### src/rtl/relu3_layer_if.sv
// Bus bundle for relu3_layer: control handshake plus the
// source read port and destination write port of the two memories.
interface relu3_layer_if #(
  parameter int DATA_W = 32,
  parameter int ADDR_W = 16,
  parameter int CNT_W  = 7
);
  logic                     start;
  logic [ADDR_W-1:0]        src_read_addr;
  logic signed [DATA_W-1:0] src_data;
  logic [ADDR_W-1:0]        dst_write_addr;
  logic signed [DATA_W-1:0] dst_data;
  logic                     dst_write_enable;
  logic                     busy;
  logic                     done;
  logic [CNT_W-1:0]         active_count;

  modport master (
    output start, src_data,
    input  src_read_addr, dst_write_addr, dst_data,
    input  dst_write_enable, busy, done, active_count
  );

  modport slave (
    input  start, src_data,
    output src_read_addr, dst_write_addr, dst_data,
    output dst_write_enable, busy, done, active_count
  );
endinterface

### src/rtl/relu3_layer.sv
// Streams layer-3 matmul results through ReLU into the ReLU memory.
// Define LEAKY_RELU_EN to pass negatives as x >>> LEAK_SHIFT instead of 0.
module relu3_layer #(
  parameter int DEPTH      = 64,
  parameter int DATA_W     = 32,
  parameter int ADDR_W     = 16,
  parameter int LEAK_SHIFT = 3
) (
  input  logic         clk,
  input  logic         reset,
  relu3_layer_if.slave bus
);
  typedef enum logic [1:0] {
    IDLE,
    RUN,
    DRAIN,
    DONE
  } state_t;

  localparam logic [ADDR_W-1:0] LAST = ADDR_W'(DEPTH - 1);

  state_t                   state;
  state_t                   state_next;
  logic                     s1_valid;
  logic [ADDR_W-1:0]        s1_addr;
  logic signed [DATA_W-1:0] result;
  logic                     positive;

  assign positive = bus.src_data > 0;

`ifdef LEAKY_RELU_EN
  assign result = bus.src_data[DATA_W-1]
                ? (bus.src_data >>> LEAK_SHIFT)
                : bus.src_data;
`else
  logic unused_leak;
  assign unused_leak = (LEAK_SHIFT != 0);
  assign result = positive ? bus.src_data : '0;
`endif

  always_comb begin
    state_next = state;
    unique case (state)
      IDLE:    if (bus.start) state_next = RUN;
      RUN:     if (bus.src_read_addr == LAST) state_next = DRAIN;
      // stage 2 empties on the same edge stage 1 was seen empty
      DRAIN:   if (!s1_valid) state_next = DONE;
      DONE:    state_next = IDLE;
      default: state_next = IDLE;
    endcase
  end

  always_ff @(posedge clk or posedge reset) begin
    if (reset) begin
      state                <= IDLE;
      s1_valid             <= 1'b0;
      s1_addr              <= '0;
      bus.src_read_addr    <= '0;
      bus.dst_write_addr   <= '0;
      bus.dst_data         <= '0;
      bus.dst_write_enable <= 1'b0;
      bus.busy             <= 1'b0;
      bus.done             <= 1'b0;
      bus.active_count     <= '0;
    end else begin
      state    <= state_next;
      s1_valid <= (state == RUN);
      s1_addr  <= bus.src_read_addr;

      unique case (state_next)
        RUN: begin
          if (state == RUN)
            bus.src_read_addr <= bus.src_read_addr + 1'b1;
          else
            bus.src_read_addr <= '0;
        end
        DRAIN:   bus.src_read_addr <= bus.src_read_addr;
        default: bus.src_read_addr <= '0;
      endcase

      bus.dst_write_enable <= s1_valid;
      if (s1_valid) begin
        bus.dst_write_addr <= s1_addr;
        bus.dst_data       <= result;
      end

      bus.busy <= (state_next == RUN) || (state_next == DRAIN);
      bus.done <= (state_next == DONE);

      if (state == IDLE && bus.start)
        bus.active_count <= '0;
      else if (s1_valid && positive)
        bus.active_count <= bus.active_count + 1'b1;
    end
  end
endmodule
### src/flat_wrapper.sv
// flat-port wrapper written by rule: the top's interface ports become plain ports
module relu3_layer_flat 
#(
  parameter int DEPTH      = 64,
  parameter int DATA_W     = 32,
  parameter int ADDR_W     = 16,
  parameter int LEAK_SHIFT = 3
)
  (clk, reset, bus_start, bus_src_data, bus_src_read_addr, bus_dst_write_addr, bus_dst_data, bus_dst_write_enable, bus_busy, bus_done, bus_active_count);
  relu3_layer_if #(.DATA_W(DATA_W), .ADDR_W(ADDR_W)) bus_i ();
  input  logic clk;
  input  logic reset;
  input wire logic [$bits(bus_i.start)-1:0] bus_start;
  input wire logic [$bits(bus_i.src_data)-1:0] bus_src_data;
  output wire logic [$bits(bus_i.src_read_addr)-1:0] bus_src_read_addr;
  output wire logic [$bits(bus_i.dst_write_addr)-1:0] bus_dst_write_addr;
  output wire logic [$bits(bus_i.dst_data)-1:0] bus_dst_data;
  output wire logic [$bits(bus_i.dst_write_enable)-1:0] bus_dst_write_enable;
  output wire logic [$bits(bus_i.busy)-1:0] bus_busy;
  output wire logic [$bits(bus_i.done)-1:0] bus_done;
  output wire logic [$bits(bus_i.active_count)-1:0] bus_active_count;
  assign bus_i.start = bus_start;
  assign bus_i.src_data = bus_src_data;
  assign bus_src_read_addr = bus_i.src_read_addr;
  assign bus_dst_write_addr = bus_i.dst_write_addr;
  assign bus_dst_data = bus_i.dst_data;
  assign bus_dst_write_enable = bus_i.dst_write_enable;
  assign bus_busy = bus_i.busy;
  assign bus_done = bus_i.done;
  assign bus_active_count = bus_i.active_count;
  relu3_layer #(.DEPTH(DEPTH), .DATA_W(DATA_W), .ADDR_W(ADDR_W), .LEAK_SHIFT(LEAK_SHIFT)) u_core (.clk(clk), .reset(reset), .bus(bus_i));
endmodule
### config.mk
export PLATFORM = sky130hd
export DESIGN_NAME = relu3_layer_flat
export DESIGN_NICKNAME = d
export VERILOG_FILES = /design/src/rtl/relu3_layer_if.sv /design/src/rtl/relu3_layer.sv /design/src/flat_wrapper.sv
export SDC_FILE = /design/constraint.sdc
export NUM_CORES = 1
export LEC_CHECK = 0
export BUFFER_PORTS_ARGS = -buffer_cell sky130_fd_sc_hd__clkbuf_2
export CAP_MARGIN = 20
export CORE_MARGIN = 4
export CORE_UTILIZATION = 48
export CTS_BUF_LIST = sky130_fd_sc_hd__clkbuf_2 sky130_fd_sc_hd__clkbuf_4 sky130_fd_sc_hd__clkbuf_8
export DETAILED_ROUTE_END_ITERATION = 8
export PLACE_DENSITY = 0.9
export SLEW_MARGIN = 15
export SYNTH_ARGS = -nofsm -noshare
export SYNTH_HDL_FRONTEND = slang
export SYNTH_SLANG_ARGS = --single-unit
### constraint.sdc
create_clock -name clk -period 3.45 [get_ports clk]
set_input_delay 0.8625 -clock clk [delete_from_list [all_inputs] [get_ports clk]]
set_output_delay 0.8625 -clock clk [all_outputs]
set_load 0.02 [all_outputs]
---- Word-level counts from Yosys, hierarchy flattened ----
Cells that the tools add are included.
cells by class
  add/sub/neg operators ................... 2
  order comparisons ....................... 1
  eq/ne operators ......................... 7
  muxes and demuxes ....................... 9
  reduce and logical (&&, ||, !) cells .... 5
operators with widths
  operator               count
  $gt 32x1->1 const B    1
  $mux 32                1
  $pmux 16 s2            1
  $add 16x1->16 const B  1
  $eq 16x6->1 const B    1
  $mux 16                1
  $mux 7                 2
  $eq 2x2->1 const B     4
  $pmux 2 s4             1
  $add 7x1->7 const B    1
  $mux 2                 3
  $eq 2x1->1 const B     2
  $logic_and 1x1->1      2
  $logic_not 2->1        1
  $reduce_bool 2->1      1
  $logic_or 1x1->1       1
storage, ports and cells
  flip-flop bits (word level) ............. 93
  output and inout bits ................... 74
  logic and storage cells ................. 34

---- Logic depth before layout (Yosys ltp) ----
Gate-level depths: netlist of the first run.
  depth after elaboration ................. 5
  depth in mapped cells ................... 11
  gate-level depth less buffers ........... 11

---- Worst setup path before layout of the first run ----
OpenSTA, ideal clock, no wires.
  path type ............................... input port to flip-flop
  start point ............................. input port bus_start
  end point ............................... register u_core.bus.src_read_addr[11]
  library setup time ...................... 0.080 ns
  data arrival time ....................... 2.814 ns
  setup slack ............................. 0.556 ns
  cell stages on the path ................. 9
  cell sequence ........................... or3b_2 -> clkbuf_1 -> o221ai_1 -> inv_1 -> ha_1 -> and4b_1 -> nand3_1 -> or3_1 -> a21oi_1
on the way
  word-level cells in the longest chain between the ends .. 4
ends and longest elaborated chain
  what                                      RTL line              text
  from (decl)                               flat_wrapper.sv:13    input wire logic [$bits(bus_i.start)-1:0] bus_start;
  $mux 2 (*)                                relu3_layer.sv:44     IDLE: if (bus.start) state_next = RUN;
  $pmux 2 s4 (*)                            relu3_layer.sv:43     unique case (state)
  via u_core.state_next[0]                  relu3_layer.sv:23     state_t state_next;
  $eq 2x2->1 or $eq 2x1->1 (tied branches)  relu3_layer.sv:70     unique case (state_next)
  $pmux 16 s2                               relu3_layer.sv:70
  to (signal assigned)                      relu3_layer.sv:73     bus.src_read_addr <= bus.src_read_addr + 1'b1;
  to (signal assigned)                      relu3_layer.sv:77     DRAIN: bus.src_read_addr <= bus.src_read_addr;
  to (decl)                                 relu3_layer_if.sv:26  output src_read_addr, dst_write_addr, dst_data,
The timed path passes the listed nets; every way through them passes the cells marked *.
A chain may end at the register's enable or synchronous reset.

---- Worst setup path in the final report of the first run ----
  start point ............................. register u_core.bus.src_read_addr[0]
  end point ............................... register u_core.bus.src_read_addr[7]
on the way
  word-level cells in the longest chain between the ends .. 5
ends and longest elaborated chain
  what                                      RTL line           text
  $eq 16x6->1 (*)                           relu3_layer.sv:45  RUN: if (bus.src_read_addr == LAST) state_next = DRAIN;
  $mux 2 (*)                                relu3_layer.sv:45
  $pmux 2 s4 (*)                            relu3_layer.sv:43
  via u_core.state_next[0]                  relu3_layer.sv:23
  $eq 2x2->1 or $eq 2x1->1 (tied branches)  relu3_layer.sv:70
  $pmux 16 s2                               relu3_layer.sv:70
Marked as above.

==> results of run 1 <==
worst register-to-register path, stage by stage (launching register included):
cell and delay [ns]:
dfrtp_1 0.50, ha_1 0.29, nand3_1 0.14, nor3_1 0.10, o221ai_1 0.33, inv_1 0.09
ha_1 0.21, and4b_1 0.33, nand3_1 0.24, or3_1 0.42, a21oi_1 0.16
placed cells by master (no fill, tap or decap), types with 2 or more instances in the layout:
cell type | synthesis | routed
and2_1 | 2 | 2
a21oi_1 | 8 | 8
clkbuf_2 | 0 | 108
xor2_1 | 5 | 5
mux2_2 | 16 | 16
clkbuf_8 | 0 | 11
and3_1 | 2 | 2
bufinv_16 | 0 | 2
o21ai_0 | 10 | 10
nand2_1 | 16 | 16
ha_1 | 5 | 5
clkinv_2 | 0 | 2
xnor2_1 | 4 | 4
nand4_1 | 4 | 4
mux2i_1 | 2 | 2
nand2b_1 | 4 | 4
nor2_1 | 13 | 13
nor4_1 | 9 | 9
inv_1 | 6 | 5
nor3_1 | 4 | 4
or3_1 | 3 | 3
a22o_1 | 31 | 31
nand3_1 | 11 | 11
dfrtp_1 | 93 | 93
o31ai_1 | 2 | 2
buf_4 | 1 | 6
a31o_2 | 2 | 2
and4_1 | 3 | 3
final timing paths:
path                                                      end  slack, ns  cells past startpoint                         from
worst max-delay path              u_core.bus.src_read_addr[7]       0.57                     10  u_core.bus.src_read_addr[0]
worst min-delay path            u_core.bus.dst_write_addr[11]       0.48                      2                        reset
worst max register to register    u_core.bus.src_read_addr[7]       0.57                     10  u_core.bus.src_read_addr[0]
worst min register to register   u_core.bus.dst_write_addr[2]       0.48                      1            u_core.s1_addr[2]
max in group asynchronous             u_core.bus.dst_data[30]       2.18                      3                        reset
min in group clk                 u_core.bus.dst_write_addr[2]       0.48                      1            u_core.s1_addr[2]
power by group through the flow:
| stage | clock, uW | combinational, uW | sequential (uW) |
|---|---|---|---|
| 2_1_floorplan | 0 | 111 | 1270 |
| 3_3_place_gp | 0 | 275 | 1210 |
| 3_5_place_dp | 0 | 282 | 1220 |
| 4_1_cts | 834 | 283 | 1200 |
| 5_1_grt | 889 | 306 | 1210 |
| 6_report | 815 | 279 | 1200 |
layout make-up:
type,count,area [sq um]
well taps,99,124
multi-input cells,168,1210
repair buffers,114,586
clock inverters,5,81.3
flip-flops and latches,93,2330
fillers,598,2750
inverters,6,23.8
clock buffers,11,151
registers in the layout, indices dropped and copies added, names as in the netlist:
| register | cells |
|---|---|
| u_core.s1_valid | 1 |
| u_core.bus.dst_write_addr | 16 |
| u_core.bus.active_count | 7 |
| u_core.s1_addr | 16 |
| u_core.bus.dst_data | 32 |
| u_core.bus.src_read_addr | 16 |
| u_core.bus.dst_write_enable | 1 |
| u_core.bus.done | 1 |
| u_core.bus.busy | 1 |
| u_core.state | 2 |
cells in the mapped netlist:
library cell / n
a31o_2: 2
clkbuf_1: 5
nand4_1: 4
buf_4: 1
nand4bb_1: 1
nand4b_1: 1
o31ai_1: 2
or3b_2: 1
a21oi_1: 8
nor4bb_1: 1
ha_1: 5
o221ai_1: 1
buf_1: 1
nor3b_1: 1
nor4_1: 9
and4b_1: 1
nand3_1: 11
or2_2: 1
dfrtp_1: 93
nor2_1: 13
mux2i_1: 2
and3_1: 2
nand2b_1: 4
a22o_1: 31
o21ai_0: 10
xor2_1: 5
and4_1: 3
xnor2_1: 4
inv_1: 6
a211oi_2: 1
a211oi_1: 1
or4_1: 1
and2_1: 2
mux2_2: 16
nor3_1: 4
nor2b_1: 1
nand2_1: 16
or3_1: 3
buf_2: 4
metal layers:
metal | global-route usage, % | up-vias | routed length [microns]
met1 | 23.2 | 1386 | 3410
met2 | 31.8 | 120 | 3950
met4 | 5.77 | 0 | 60
met3 | 5.90 | 7 | 758
met5 | 0 | - | 0
li1 | - | 1249 | -
stage by stage:
step	worst slack (ns)	power [uW]
final	0.572	2290
after global routing	0.393	2400
after CTS	0.595	2310
after detailed placement	0.276	1500
after global placement	0.406	1490
after floorplan	0.167	1380
cells by family (layout without fill, tap and decap cells):
group / after synthesis / in the layout / synth area share [%]
DFF: 93 / 93 / 64.6
and+or+nand+nor: 80 / 80 / 12.1
AOI/OAI and AO/OA: 56 / 56 / 11.7
muxes: 18 / 18 / 5.56
buffers and inverters: 17 / 136 / 2.02
xor gates and xnor gates: 9 / 9 / 2.19
adders and majority gates: 5 / 5 / 1.74
==> impl_metrics.toml, run 1 <==
[run_status]
status = "finished, final reports clean"

[finish]
drive_gt1_share_pct = 38.3
final_cell_area_sq_mm = 0.00450
post-route-util_pct = 62.1
nets = 432
area_growth_pct = 25.0
diodes = 0
fin_cells = 496

[pwr]
p_clk_share_pct = 35.6
power_density_mw_per_mm2 = 509
seqPwrFrac_pct = 52.2
p_sw_share_pct = 25.9
p_int_uw = 1700
p_comb_share_pct = 12.2
vdd_drop_max_v = 0.000270
power_switching_uw = 594
leakagePower_uw = 0.00234

[logic_synthesis]
synthesis.area_sq_mm = 0.00360
synth_cell_type_count = 39
synth_nets = 318
yosys_warnings = 0
yosys-top-cells-area = "dfrtp_1, a22o_1, mux2_2, ha_1, nand2_1"
syn_inst = 278
synth.top_cell.area_share_pct = 64.6
ys_seq_elements = 93
post-synth-top-area-cell = "dfrtp_1"
syn_area_per_cell_sq_um = 13.0
ys_seq_area_share_pct = 64.6

[sta]
hold_viol_final = 0
worst_pin_slew_ns = 0.952
setup_tns_ns = 0
maxSlewViolCount = 0
grt_setup_unrepaired = "no"
setup_viol = 0
clock.fmax_mhz = 347
layout_worst_path_cycle_share_pct = 83.4
whs_ns = 0.483
relSlewSlack_pct = 36.4
finalClockSkew_ns = 0.0100
period_needed_ns = 2.88

[place]
port_buffers = 108
gp_congestion = 0.780
dpl.hpwl_mm = 5.94
place_area_sq_mm = 0.00427
placedCellCount = 480

[clock_tree]
cts_hold_buf = 0
htreeDepth = 3
cts-root-buf = "clkbuf_8"
cts_tree = "yes"
post_cts_resized = 0
cts_sinks = 93
cts_setup_buffers = 0
path_clk_slew_ns = 0.09
clockBufferDepth = 2
cts_buffers = 9
insertion_delay_ns = 0.35

[floorplanning]
initial_core_util_pct = 49.6
core-area_sq_mm = 0.00725
rows = 31
io_pins = 109
fp.dieW_microns = 94.6
dieArea_sq_mm = 0.00895
fp.dieH_microns = 94.6

[worst_setup_path]
startpoint_type = "register"
crit_required_ns = 3.72
crit_path_cell_trace = "ha_1, nand3_1, nor3_1, o221ai_1, inv_1, ha_1, and4b_1, nand3_1, or3_1, a21oi_1"
setup.worst_path.end_class = "register"
cp_slowest_cell = "dfrtp_1"
worst-path-buf-inv = 1
critPathTopFamily = "simple AND/OR/NAND/NOR gates"
crit_arrival_ns = 3.15
worstSetupPathType = "reg2reg"
worstPathMaxFanout = 9
max_stage_delay_ns = 0.50

[global_route]
track_usage_pct = 18.8
grt_pass1_vias = 2738
grt_pass1_wl_mm = 13.1
overflow = 0
grt_max_degree = 35
antenna_found_initial = 0

[routing]
drt_iter0_drc = 81
drtAntennaViolNets = 0
vias = 2762
viasPerCell = 5.57
drcViolationCount = 0
dr.pass1.iters = 4
wirelength_mm = 8.17
wl_per_cell_microns = 16.5

[hold_path]
min_path_type = "in2async"

[flow_run]
maxCapViolCount = 0
Power figures use the tool's default switching activity.
==> run 2: changes to the inputs <==
Settings changed: CORE_UTILIZATION 48 to 53, PLACE_DENSITY 0.9 to 0.94.
Clock period 3.45 ns to 2.8 ns, I/O delays scaled along.
==> run 2 against run 1 <==
Effect of this change: sequential power grew 23%; via count increased by 3.4%; total power rose by 22%; die area down 8.7%; sequential share of layout area down 0.64 points; cell count is 2.6% lower; non-clock buffer count grew 10; cell area increased by 1.3%; combinational power grew 25%; first-iteration DRC count grew 53%.
==> impl_metrics.toml, run 2 (synthesis gave the netlist of run 1 again) <==
[global_route]
antenna_found_initial = 0
overflow = 0
grt_max_degree = 94
grt_pass1_vias = 2968
track_usage_pct = 22.0
grt_pass1_wl_mm = 14.5

[clock_tree]
cts_sinks = 93
cts_setup_buffers = 0
htreeDepth = 3
cts_tree = "yes"
path_clk_slew_ns = 0.09
cts_buffers = 9
clockBufferDepth = 2
insertion_delay_ns = 0.35
cts-root-buf = "clkbuf_8"

[sta]
layout_worst_path_cycle_share_pct = 90.9
finalClockSkew_ns = 0.00814
setup_viol = 0
clock.fmax_mhz = 393
maxSlewViolCount = 0
period_needed_ns = 2.55
relSlewSlack_pct = 65.9
setup_tns_ns = 0
whs_ns = 0.453
hold_viol_final = 0
worst_pin_slew_ns = 0.510
grt_setup_unrepaired = "no"

[floorplanning]
io_pins = 109
fp.dieH_microns = 90.4
rows = 29
initial_core_util_pct = 55.8
dieArea_sq_mm = 0.00818
core-area_sq_mm = 0.00646
fp.dieW_microns = 90.4

[finish]
largest-register = "u_core.bus.dst_data"
multiInputGateArea_sq_mm = 0.00121
fillers = 466
drive_gt1_share_pct = 39.9
mostFrequentLayoutCells = "clkbuf_2, dfrtp_1, a22o_1"
largest_register_ffs = 32
area_growth_pct = 26.6
nets = 442
diodes = 0
regArea_sq_mm = 0.00233
final_common_cell = "clkbuf_2"

[routing]
dr.pass1.iters = 4
viasPerCell = 5.91
drtAntennaViolNets = 0
drt_iter0_drc = 124
wirelength_mm = 8.73
drcViolationCount = 0
wl_per_cell_microns = 18.1
vias = 2856

[flow_run]
maxCapViolCount = 0

[place]
dpl.hpwl_mm = 6.25
gp_congestion = 0.833
port_buffers = 108

[worst_setup_path]
startpoint_type = "register"
crit_arrival_ns = 2.78
crit_required_ns = 3.04
worstSetupPathType = "reg2reg"
setup.worst_path.end_class = "register"
worstPathMaxFanout = 5

[hold_path]
min_path_type = "in2async"

[pwr]
leakagePower_uw = 0.00238
vdd_drop_max_v = 0.000366
power_density_mw_per_mm2 = 614

[run_status]
status = "finished, final reports clean"
run 2: cell count changes in the layout (fill, tap and decap cells not counted):
cell | previous run | this run
nor3_2 | 0 | 1
clkbuf_8 | 11 | 10
clkinvlp_4 | 1 | 3
clkinv_2 | 2 | 0
nor3_1 | 4 | 3
buf_12 | 0 | 1
buf_4 | 6 | 15
run 2: worst paths after layout:
check	start	end	slack, ns	cells after the start
worst max register to register	u_core.bus.src_read_addr[8]	u_core.bus.src_read_addr[8]	0.25	10
worst min register to register	u_core.s1_addr[7]	u_core.bus.dst_write_addr[7]	0.48	1
max in group asynchronous	reset	u_core.bus.src_read_addr[8]	1.97	3
min in group clk	u_core.s1_addr[7]	u_core.bus.dst_write_addr[7]	0.48	1
worst min-delay path	reset	u_core.bus.active_count[3]	0.45	3
worst max-delay path	u_core.bus.src_read_addr[8]	u_core.bus.src_read_addr[8]	0.25	10
run 2: layout make-up:
class                   instances  area share (%)
clock buffers                  10            3.02
inverters                       6           0.576
flip-flops and latches         93            51.1
clock inverters                 5            1.84
repair buffers                124            14.8
multi-input cells             168            26.6
well taps                      77            2.11
run 2: metrics by stage:
stage | worst slack, ns | util, % | area, sq um | power (uW) | instances
finish | 0.255 | 70.6 | 4560 | 2800 | 483
global route | 0.0518 | 70.6 | 4560 | 2920 | 483
CTS | 0.171 | 70.5 | 4550 | 2830 | 483
detailed placement | 0.0772 | 67.1 | 4330 | 1860 | 468
global placement | 0.156 | 67.1 | 4330 | 1830 | 468
floorplan | 0.0687 | - | 3600 | 1700 | 278
run 2: critical path, stage by stage, from the launching register on:
cell      delay [ns]
dfrtp_1         0.38
or4_1           0.59
nor3_2          0.22
o221ai_1        0.16
inv_1           0.08
ha_1            0.17
and4b_1         0.24
and2_1          0.22
nand4_1         0.12
xor2_1          0.18
nor2_1          0.05
run 2: per-layer routing:
layer  global-route usage, %  share of wire [%]  routed length, microns  vias to the layer above
met5                       0                  0                       0                        -
met4                    9.57                2.1                     182                        0
met3                    4.33                7.4                     643                       24
met2                    36.7                 50                    4380                      174
met1                    27.9                 40                    3520                     1396
li1                        -                  -                       -                     1262
run 2: what timing repair did:
item                                   4_1_cts  5_1_grt
endpoints found under the hold margin        0        0
setup endpoints to repair                    0        2
hold buffers                                 0        0
gates resized for setup                      0        1
run 2: power by group:
| part | switching, uW | internal (uW) |
|---|---|---|
| clock | 450 | 525 |
| sequential | 71.3 | 1410 |
| combinational | 212 | 135 |
